<file path="src/rtl/multicycle_controller.sv">
// Sequencing FSM for the multi-cycle RV32I datapath (fetch/decode/execute/mem/writeback).
// Latency: 3-5 cycles per instruction plus memory wait cycles; outputs mostly Moore.
// Backpressure: mem_req is held until mem_ready; a watchdog traps stalled accesses into ERROR.
module multicycle_controller #(
  parameter int unsigned TIMEOUT_CYCLES = 255
) (
  input  logic       clk,
  input  logic       rst_n,
  input  logic [6:0] op,
  input  logic [2:0] funct3,
  input  logic       funct7b5,
  input  logic       Zero,
  input  logic       ALUR31,
  input  logic       mem_ready,
  output logic       mem_req,
  output logic       MemWrite,
  output logic       AdrSrc,
  output logic       IRWrite,
  output logic       PCWrite,
  output logic       RegWrite,
  output logic [1:0] ALUSrcA,
  output logic [1:0] ALUSrcB,
  output logic [1:0] ALUOp,
  output logic [2:0] ImmSrc,
  output logic [1:0] ResultSrc,
  output logic       illegal,
  output logic [3:0] state_o
);

  typedef enum logic [3:0] {
    S_FETCH  = 4'd0,
    S_DECODE = 4'd1,
    S_MEMADR = 4'd2,
    S_MEMRD  = 4'd3,
    S_MEMWB  = 4'd4,
    S_MEMWR  = 4'd5,
    S_EXR    = 4'd6,
    S_EXI    = 4'd7,
    S_ALUWB  = 4'd8,
    S_BRANCH = 4'd9,
    S_JAL    = 4'd10,
    S_JALR   = 4'd11,
    S_UPPER  = 4'd12,
    S_ERROR  = 4'd13
  } state_t;

  localparam logic [6:0] OP_LOAD   = 7'b0000011;
  localparam logic [6:0] OP_STORE  = 7'b0100011;
  localparam logic [6:0] OP_REG    = 7'b0110011;
  localparam logic [6:0] OP_IMM    = 7'b0010011;
  localparam logic [6:0] OP_BRANCH = 7'b1100011;
  localparam logic [6:0] OP_JAL    = 7'b1101111;
  localparam logic [6:0] OP_JALR   = 7'b1100111;

  // Last wait count at which a late mem_ready is still accepted.
  localparam logic [15:0] TIMEOUT_LAST = 16'(TIMEOUT_CYCLES - 1);

  state_t      state_q, state_d;
  logic [15:0] wait_cnt_q, wait_cnt_d;
  logic        illegal_q, illegal_d;
  logic        timed_out;
  logic        br_take;
  logic        br_legal;

  // funct7b5 only matters to the ALU decoder downstream, not to sequencing.
  logic unused_funct7b5;
  assign unused_funct7b5 = funct7b5;

  assign timed_out = (wait_cnt_q >= TIMEOUT_LAST);

  // Branch condition from funct3; 010/011 are not branch encodings.
  always_comb begin
    br_take  = 1'b0;
    br_legal = 1'b1;
    case (funct3)
      3'b000:          br_take = Zero;
      3'b001:          br_take = !Zero;
      3'b100, 3'b110:  br_take = ALUR31;
      3'b101, 3'b111:  br_take = !ALUR31;
      default:         br_legal = 1'b0;
    endcase
  end

  // Next-state and control decode; reset forces every enable low combinationally.
  always_comb begin
    state_d   = state_q;
    mem_req   = 1'b0;
    MemWrite  = 1'b0;
    AdrSrc    = 1'b0;
    IRWrite   = 1'b0;
    PCWrite   = 1'b0;
    RegWrite  = 1'b0;
    ALUSrcA   = 2'b00;
    ALUSrcB   = 2'b00;
    ALUOp     = 2'b00;
    ImmSrc    = 3'b000;
    ResultSrc = 2'b00;

    unique case (state_q)
      S_FETCH: begin
        mem_req   = 1'b1;
        ALUSrcB   = 2'b10;
        ResultSrc = 2'b10;
        if (mem_ready) begin
          IRWrite = 1'b1;
          PCWrite = 1'b1;
          state_d = S_DECODE;
        end else if (timed_out) begin
          state_d = S_ERROR;
        end
      end
      S_DECODE: begin
        // Precompute OldPC + branch offset into ALUOut while dispatching.
        ALUSrcA = 2'b01;
        ALUSrcB = 2'b01;
        ImmSrc  = 3'b100;
        if (op == OP_LOAD || op == OP_STORE)           state_d = S_MEMADR;
        else if (op == OP_REG)                         state_d = S_EXR;
        else if (op == OP_IMM)                         state_d = S_EXI;
        else if (op == OP_BRANCH)                      state_d = S_BRANCH;
        else if (op == OP_JAL)                         state_d = S_JAL;
        else if (op == OP_JALR)                        state_d = S_JALR;
        else if (!op[6] && op[4:0] == 5'b10111)        state_d = S_UPPER;
        else                                           state_d = S_ERROR;
      end
      S_MEMADR: begin
        // op[5] separates store from load once dispatch has narrowed op.
        ALUSrcA = 2'b10;
        ALUSrcB = 2'b01;
        ImmSrc  = op[5] ? 3'b010 : 3'b000;
        state_d = op[5] ? S_MEMWR : S_MEMRD;
      end
      S_MEMRD: begin
        mem_req = 1'b1;
        AdrSrc  = 1'b1;
        if (mem_ready)      state_d = S_MEMWB;
        else if (timed_out) state_d = S_ERROR;
      end
      S_MEMWR: begin
        mem_req  = 1'b1;
        MemWrite = 1'b1;
        AdrSrc   = 1'b1;
        if (mem_ready)      state_d = S_FETCH;
        else if (timed_out) state_d = S_ERROR;
      end
      S_MEMWB: begin
        ResultSrc = 2'b01;
        RegWrite  = 1'b1;
        state_d   = S_FETCH;
      end
      S_EXR: begin
        ALUSrcA = 2'b10;
        ALUSrcB = 2'b00;
        ALUOp   = 2'b10;
        state_d = S_ALUWB;
      end
      S_EXI: begin
        ALUSrcA = 2'b10;
        ALUSrcB = 2'b01;
        ALUOp   = 2'b10;
        state_d = S_ALUWB;
        case (funct3)
          3'b000, 3'b100: ImmSrc = 3'b000;
          3'b011:         ImmSrc = 3'b001;
          3'b001, 3'b101: ImmSrc = 3'b101;
          default:        state_d = S_ERROR;
        endcase
      end
      S_ALUWB: begin
        ResultSrc = 2'b00;
        RegWrite  = 1'b1;
        state_d   = S_FETCH;
      end
      S_BRANCH: begin
        // ALUOut still holds the target computed in DECODE.
        ALUSrcA   = 2'b10;
        ALUSrcB   = 2'b00;
        ALUOp     = 2'b01;
        ResultSrc = 2'b00;
        PCWrite   = br_take && br_legal;
        state_d   = br_legal ? S_FETCH : S_ERROR;
      end
      S_JAL: begin
        // PC takes the target in ALUOut; ALU forms OldPC+4 for the link write.
        ALUSrcA   = 2'b01;
        ALUSrcB   = 2'b10;
        ResultSrc = 2'b00;
        PCWrite   = 1'b1;
        state_d   = S_ALUWB;
      end
      S_JALR: begin
        // rs1 + imm lands in ALUOut, then reuses the JAL redirect/link path.
        ALUSrcA = 2'b10;
        ALUSrcB = 2'b01;
        ImmSrc  = 3'b000;
        ALUOp   = 2'b00;
        state_d = S_JAL;
      end
      S_UPPER: begin
        ImmSrc   = 3'b111;
        RegWrite = 1'b1;
        if (op[5]) begin
          ResultSrc = 2'b11;
        end else begin
          ALUSrcA   = 2'b01;
          ALUSrcB   = 2'b01;
          ResultSrc = 2'b10;
        end
        state_d = S_FETCH;
      end
      S_ERROR: begin
        state_d = S_ERROR;
      end
      default: begin
        state_d = S_ERROR;
      end
    endcase

    if (!rst_n) begin
      mem_req  = 1'b0;
      MemWrite = 1'b0;
      IRWrite  = 1'b0;
      PCWrite  = 1'b0;
      RegWrite = 1'b0;
    end
  end

  // Watchdog: counts stalled memory cycles within one visit to a state.
  always_comb begin
    wait_cnt_d = wait_cnt_q;
    if (state_d != state_q) begin
      wait_cnt_d = '0;
    end else if (mem_req && !mem_ready) begin
      wait_cnt_d = wait_cnt_q + 16'd1;
    end
  end

  // Sticky trap flag, set on any entry into ERROR.
  always_comb begin
    illegal_d = illegal_q | (state_d == S_ERROR);
  end

  // State, watchdog and trap registers.
  always_ff @(posedge clk or negedge rst_n) begin
    if (!rst_n) begin
      state_q    <= S_FETCH;
      wait_cnt_q <= '0;
      illegal_q  <= 1'b0;
    end else begin
      state_q    <= state_d;
      wait_cnt_q <= wait_cnt_d;
      illegal_q  <= illegal_d;
    end
  end

  assign illegal = illegal_q;
  assign state_o = state_q;

endmodule

</file>
<file path="config.mk">
export PLATFORM = sky130hd
export DESIGN_NAME = multicycle_controller
export DESIGN_NICKNAME = d
export VERILOG_FILES = /design/src/rtl/multicycle_controller.sv
export SDC_FILE = /design/constraint.sdc
export NUM_CORES = 1
export LEC_CHECK = 0
export CORE_ASPECT_RATIO = 1.2
export CORE_MARGIN = 2
export CORE_UTILIZATION = 47
export DETAILED_ROUTE_END_ITERATION = 8
export GPL_TIMING_DRIVEN = 0
export MAX_ROUTING_LAYER = met4
export PLACE_DENSITY = 0.81
export SYNTH_ARGS = -nofsm -noshare
export SYNTH_HDL_FRONTEND = slang
export SYNTH_SLANG_ARGS = --single-unit
export TNS_END_PERCENT = 50
</file>
<file path="constraint.sdc">
create_clock -name clk -period 2 [get_ports clk]
set_clock_uncertainty 0.05 [all_clocks]
set_input_delay 0.4 -clock clk [delete_from_list [all_inputs] [get_ports clk]]
set_output_delay 0.4 -clock clk [all_outputs]
set_load 0.05 [all_outputs]
</file>
======== Word level (Yosys, flattened, before mapping) ========
Index checks and enable logic that the tools add are counted.
cells by class
  magnitude comparators ................... 1
  equality and inequality tests ........... 28
  multiplexer cells ....................... 40
  bitwise operators ....................... 1
  reduce and logical (&&, ||, !) cells .... 25
  add/sub/neg operators ................... 1
operator list
  operator                 number
  $pmux W4 S10             1
  $mux W16                 2
  $mux W4                  8
  $eq A4 B4 Y1 const B     6
  $eq A7 B7 Y1 const B     3
  $pmux W2 S3              3
  $add A16 B1 Y16 const B  1
  $eq A4 B3 Y1 const B     4
  $ge A16 B8 Y1 const B    1
  $reduce_or A2 Y1         8
  $mux W1                  15
  $mux W3                  5
  $eq A7 B6 Y1 const B     2
  $eq A3 B3 Y1 const B     4
  $pmux W3 S4              1
  $reduce_or A5 Y1         2
  $eq A4 B2 Y1 const B     2
  $eq A7 B2 Y1 const B     1
  $eq A7 B5 Y1 const B     1
  $pmux W3 S2              1
  $reduce_or A3 Y1         2
  $reduce_or A6 Y1         1
  $eq A5 B5 Y1 const B     1
  $eq A4 B1 Y1 const B     1
  15 further kinds         20
storage, ports and cells
  input port bits ......................... 16
  word-level logic and storage cells ...... 99
  output and inout bits ................... 22
  bits in registers ....................... 21

======== Longest topological paths before layout ========
  depth in word-level cells ............... 12
  gate-level depth with buffers ........... 9
  mapped depth without buffers ............ 7

======== Worst setup path after synthesis ========
OpenSTA, ideal clock, no wires.
  path type ............................... reg2out
  start ................................... register state_q[1] (netlist: state_o[1])
  end ..................................... output ALUSrcB[1]
  setup slack ............................. -1,276 ps
  data required time ...................... 1,550 ps
  arrival time ............................ 2,826 ps
  cell stages (with the launch flop) ...... 5
  path buffers ............................ 2
  cells stage by stage .................... dfrtp_1 > buf_2 > clkbuf_1 > nor2b_1 > nor4_1
on the way
  cells in the longest elaborated chain, start to end .. 3
  elaborated cells on any way between the ends .. 10
  those cells by class .................... eq/ne: 6; mux: 1; reduce/logical: 3
RTL lines
  item                                                                   RTL line  RTL
  start: declaration                                                     58        state_t state_q, state_d;
  start signal: assignment                                               250       state_q <= state_d;
  $eq A4 B3 Y1, or another cell as far along                             99        unique case (state_q)
  $reduce_or A4 Y1 (no line) / $reduce_or A2 Y1 (equally long branches)  -
  $pmux W2 S3 (*)                                                        99
  end: declaration                                                       22        output logic [1:0] ALUSrcB,
Every way passes the cells marked *; elsewhere a longest branch is shown, timed or not.

======== Worst setup path after layout ========
  start ................................... register state_q[1] (netlist: state_o[1])
  end ..................................... output IRWrite
on the way
  cells in the longest elaborated chain, start to end .. 3
RTL lines
  item              RTL line  RTL
  $logic_not A4 Y1  99
  $mux W1           99
  $mux W1           219       if (!rst_n) begin
  end: declaration  18        output logic IRWrite,
No other way between the ends.

==> impl_metrics.csv <==
group,metric,value,unit
drt,wl,7210,µm
run_status,status,"finished, violations left",
placed_design,globalplace.congestion,0.882,
clock_network,cts_sinks,21,
drt,drc,0,
critical_path,crit_fanout,6,
synth,syn_nets,262,
worst_hold_path,min_path_type,"flop to flop",
critical_path,cpPeakStageDelay,0.44,ns
sta,worst_slack,-0.240,ns
grt,grt_pass1_vias,2176,
critical_path,cpMostUsedCell,"buf_6",
synth,async_flop_share,100,%
power_and_ir_drop,p_leak,1.32,nW
sta,period_share,112,%
die,std_cell_rows,25,
critical_path,crit_end,"IRWrite",
sta,hold_violations,0,
flow_run,cap_viol_max_count,0,
synth,synth_edf_count,0,
critical_path,critPathArrivalTime,1.79,ns
synth,ys_ff_latch,21,
synth,syn_area,1910,µm²
power_and_ir_drop,total_power,803,µW
sta,rsz0062_at_grt,"true",
drt,dr.pass1.iters,4,
worst_hold_path,min-delay-start,"illegal$_DFF_PN0_",
placed_design,place_hpwl,3970,µm
power_and_ir_drop,power.density,258,nW/µm²
critical_path,end_kind,"primary output",
drt,dr_wl_met3,325,µm
grt,globalRouteOverflowTotal,0,
die,dieArea,4580,µm²
drt,wl_met1,2530,µm
layout,layout-drive-gt1-share,45.2,%
synth,syn_inst,244,
critical_path,critPathLaunchType,"flop",
critical_path,critPathBufInv,3,
critical_path,r2r-end,"wait_cnt_q[7]$_DFFE_PN0P_",
layout,post-route-util,79.6,%
die,ios,38,
critical_path,worstSetupPathType,"flop to primary output",
grt,grt_pass1_wl,10300,µm
critical_path,r2r_start,"state_o[1]$_DFF_PN0_",
drt,detail-route-antenna-nets,0,
clock_network,cts_tree,"yes",
drt,top_layer_used,"met4",
die,start_util,48.8,%
layout,n_antenna_cell,0,
synth,synthDistinctLibCells,63,
layout,fin_area,3110,µm²
placed_design,placed_cell_area,2560,µm²
clock_network,cts.clk_slew.worst_paths,0.08,ns
drt,wl_met2,3870,µm
clock_network,cts_root_buf,"clkbuf_8",
sta,period_needed,2.24,ns
critical_path,cp_top_family,"simple AND/OR/NAND/NOR gates",
sta,fmax,447,MHz
critical_path,path_depth,6,
layout,nNetsFinal,333,
sta,drv_slew,0,
critical_path,critPathLaunch,"state_o[1]$_DFF_PN0_",
drt,drt_iter0_markers,160,
clock_network,clk_latency,0.27,ns
die,core,3910,µm²
critical_path,reg2reg_depth,9,
synth,yosysTopAreaCell,"dfrtp_1",
grt,antenna_found_initial,0,
drt,num_vias,2262,
critical_path,r2r_slack,-0.23,ns
grt,grt_usage,29.4,%
drt,wl_per_cell,19.6,µm
synth,yosysSeqAreaShare,27.6,%
clock_network,cts_buffer_depth,2,
synth,yosys-top-cells-area,"dfrtp_1 (28%), nand2_1 (6.3%), xnor2_1 (6.0%), nor2_1 (5.5%), nand3_1 (4.2%)",
power_and_ir_drop,peakVddDrop,0.468,mV
synth,yosysWarnings,0,
synth,yosys_most_used_dff,"dfrtp_1",
die,die_w,62.1,µm
synth,yosysTopAreaCellShare,27.6,%
grt,grt_max_degree,22,
die,die_h,73.8,µm
sta,setup_violations,33,
critical_path,crit_slowest_cell,"dfrtp_2",
clock_network,cts_buffers,3,
critical_path,cp.required,1.55,ns
drt,viasPerCell,6.15,
critical_path,path_cells,"buf_6 > clkbuf_16 > nor2_2 > nand2_1 > nor3_4 > buf_6",
sta,slew_headroom,36.0,%
sta,tightest_slew,0.957,ns
placed_design,io_buffer_count,36,
synth,syn_area_per_cell,7.81,µm²
run_status,violations,"setup timing",
layout,areaGrowthSynthToFinish,63.2,%
clock_network,htreeDepth,1,
-- layer usage --
metal | vias up | global-route usage, %
li1 | 1029 | -
met1 | 1092 | 30.8
met2 | 92 | 54.6
met3 | 49 | 3.22
met4 | 0 | 16.3
met5 | - | -
-- cells by family (layout without fill, tap and decap cells) --
| logic type | count (synthesis) | after routing | share of synthesized area [%] |
|---|---|---|---|
| multiplexers | 3 | 3 | 1.77 |
| adder cells (fa/ha/maj) | 2 | 2 | 1.31 |
| XOR/XNOR | 14 | 14 | 6.43 |
| buffers and inverters | 21 | 91 | 5.71 |
| AND/OR/NAND/NOR | 133 | 133 | 37.3 |
| AO/OA/AOI/OAI | 50 | 50 | 19.9 |
| flip-flops | 21 | 21 | 27.6 |
-- synth_stat cells (2+ instances only) --
| master | n |
|---|---|
| a31oi_1 | 2 |
| or2_2 | 3 |
| nor3_1 | 5 |
| a211oi_1 | 2 |
| nor2b_1 | 6 |
| a21oi_1 | 7 |
| buf_6 | 2 |
| a31o_1 | 2 |
| dfrtp_1 | 21 |
| nand2b_1 | 2 |
| nand4_1 | 5 |
| or4_1 | 4 |
| nor2_1 | 28 |
| buf_4 | 2 |
| nor2_2 | 2 |
| inv_1 | 7 |
| or4_4 | 2 |
| and2_1 | 4 |
| xnor2_1 | 13 |
| nand3_1 | 16 |
| clkbuf_1 | 2 |
| mux2_2 | 3 |
| buf_2 | 6 |
| o21ai_0 | 11 |
| nor3b_1 | 3 |
| or4bb_1 | 2 |
| or3_1 | 2 |
| nand2_1 | 32 |
| o21a_1 | 2 |
| o211ai_1 | 2 |
| o22ai_1 | 2 |
| and3_1 | 8 |
| a21o_1 | 2 |
| o31ai_1 | 2 |
| ha_1 | 2 |
-- area by class of cell --
cell class | count | area [µm²]
multi-input combinational | 202 | 1650
fill | 231 | 798
timing repair buffer | 67 | 629
sequential | 21 | 531
buffer | 12 | 156
tap | 54 | 67.6
clock buffer | 3 | 41.3
inverter | 8 | 35.0
clock inverter | 1 | 5.00
-- stage by stage --
stage	std cells	setup TNS [ns]	setup WS, ns	hold slack [ns]
2_1_floorplan	244	-2.06	-0.174	0.0544
3_3_place_gp	334	-31.26	-1.49	0.401
3_5_place_dp	334	-32.37	-1.53	0.413
4_1_cts	364	-3.98	-0.272	0.432
5_1_grt	368	-7.19	-0.302	0.455
6_report	368	-5.70	-0.240	0.426
-- flip-flops by register name, indices dropped and copies added (netlist names) --
name	count
wait_cnt_q	16
illegal	1
state_o	4
-- worst min-delay path by stage --
stage                     slack [ns]                end  depth (start not counted)
after floorplan                 0.05  illegal$_DFF_PN0_                          0
after global placement          0.40  illegal$_DFF_PN0_                          1
after detailed placement        0.41  illegal$_DFF_PN0_                          1
after CTS                       0.43  illegal$_DFF_PN0_                          1
after global routing            0.45  illegal$_DFF_PN0_                          1
final                           0.43  illegal$_DFF_PN0_                          1
-- layout by cell type, fill, tap and decap left out, types with 4 or more instances in the layout --
master / n
nand4_1: 5
o21ai_0: 5
clkdlybuf4s50_1: 5
and3_1: 5
xnor2_1: 13
inv_1: 6
nand2_1: 29
dfrtp_1: 17
buf_8: 7
nor2_2: 12
dlymetal6s2s_1: 4
buf_4: 31
dfrtp_2: 4
dlygate4sd2_1: 7
nand3_1: 12
nor2_1: 16
buf_6: 19
-- report_power, final --
part	switching (mW)	total, mW	internal (mW)
clock	0.143	0.282	0.139
combinational	0.0580	0.0964	0.0384
sequential	0	0.424	0.424
total	0.201	0.803	0.602
-- what timing repair did --
action                                 in CTS  in global routing
setup endpoints to repair                  34                 35
setup buffers                              26                  5
pin swaps                                  14                  9
endpoints found under the hold margin      21                  0
hold buffers                                1                  0
resized for setup                         158                 47
Note: power is estimated with default switching activity, not from simulation.
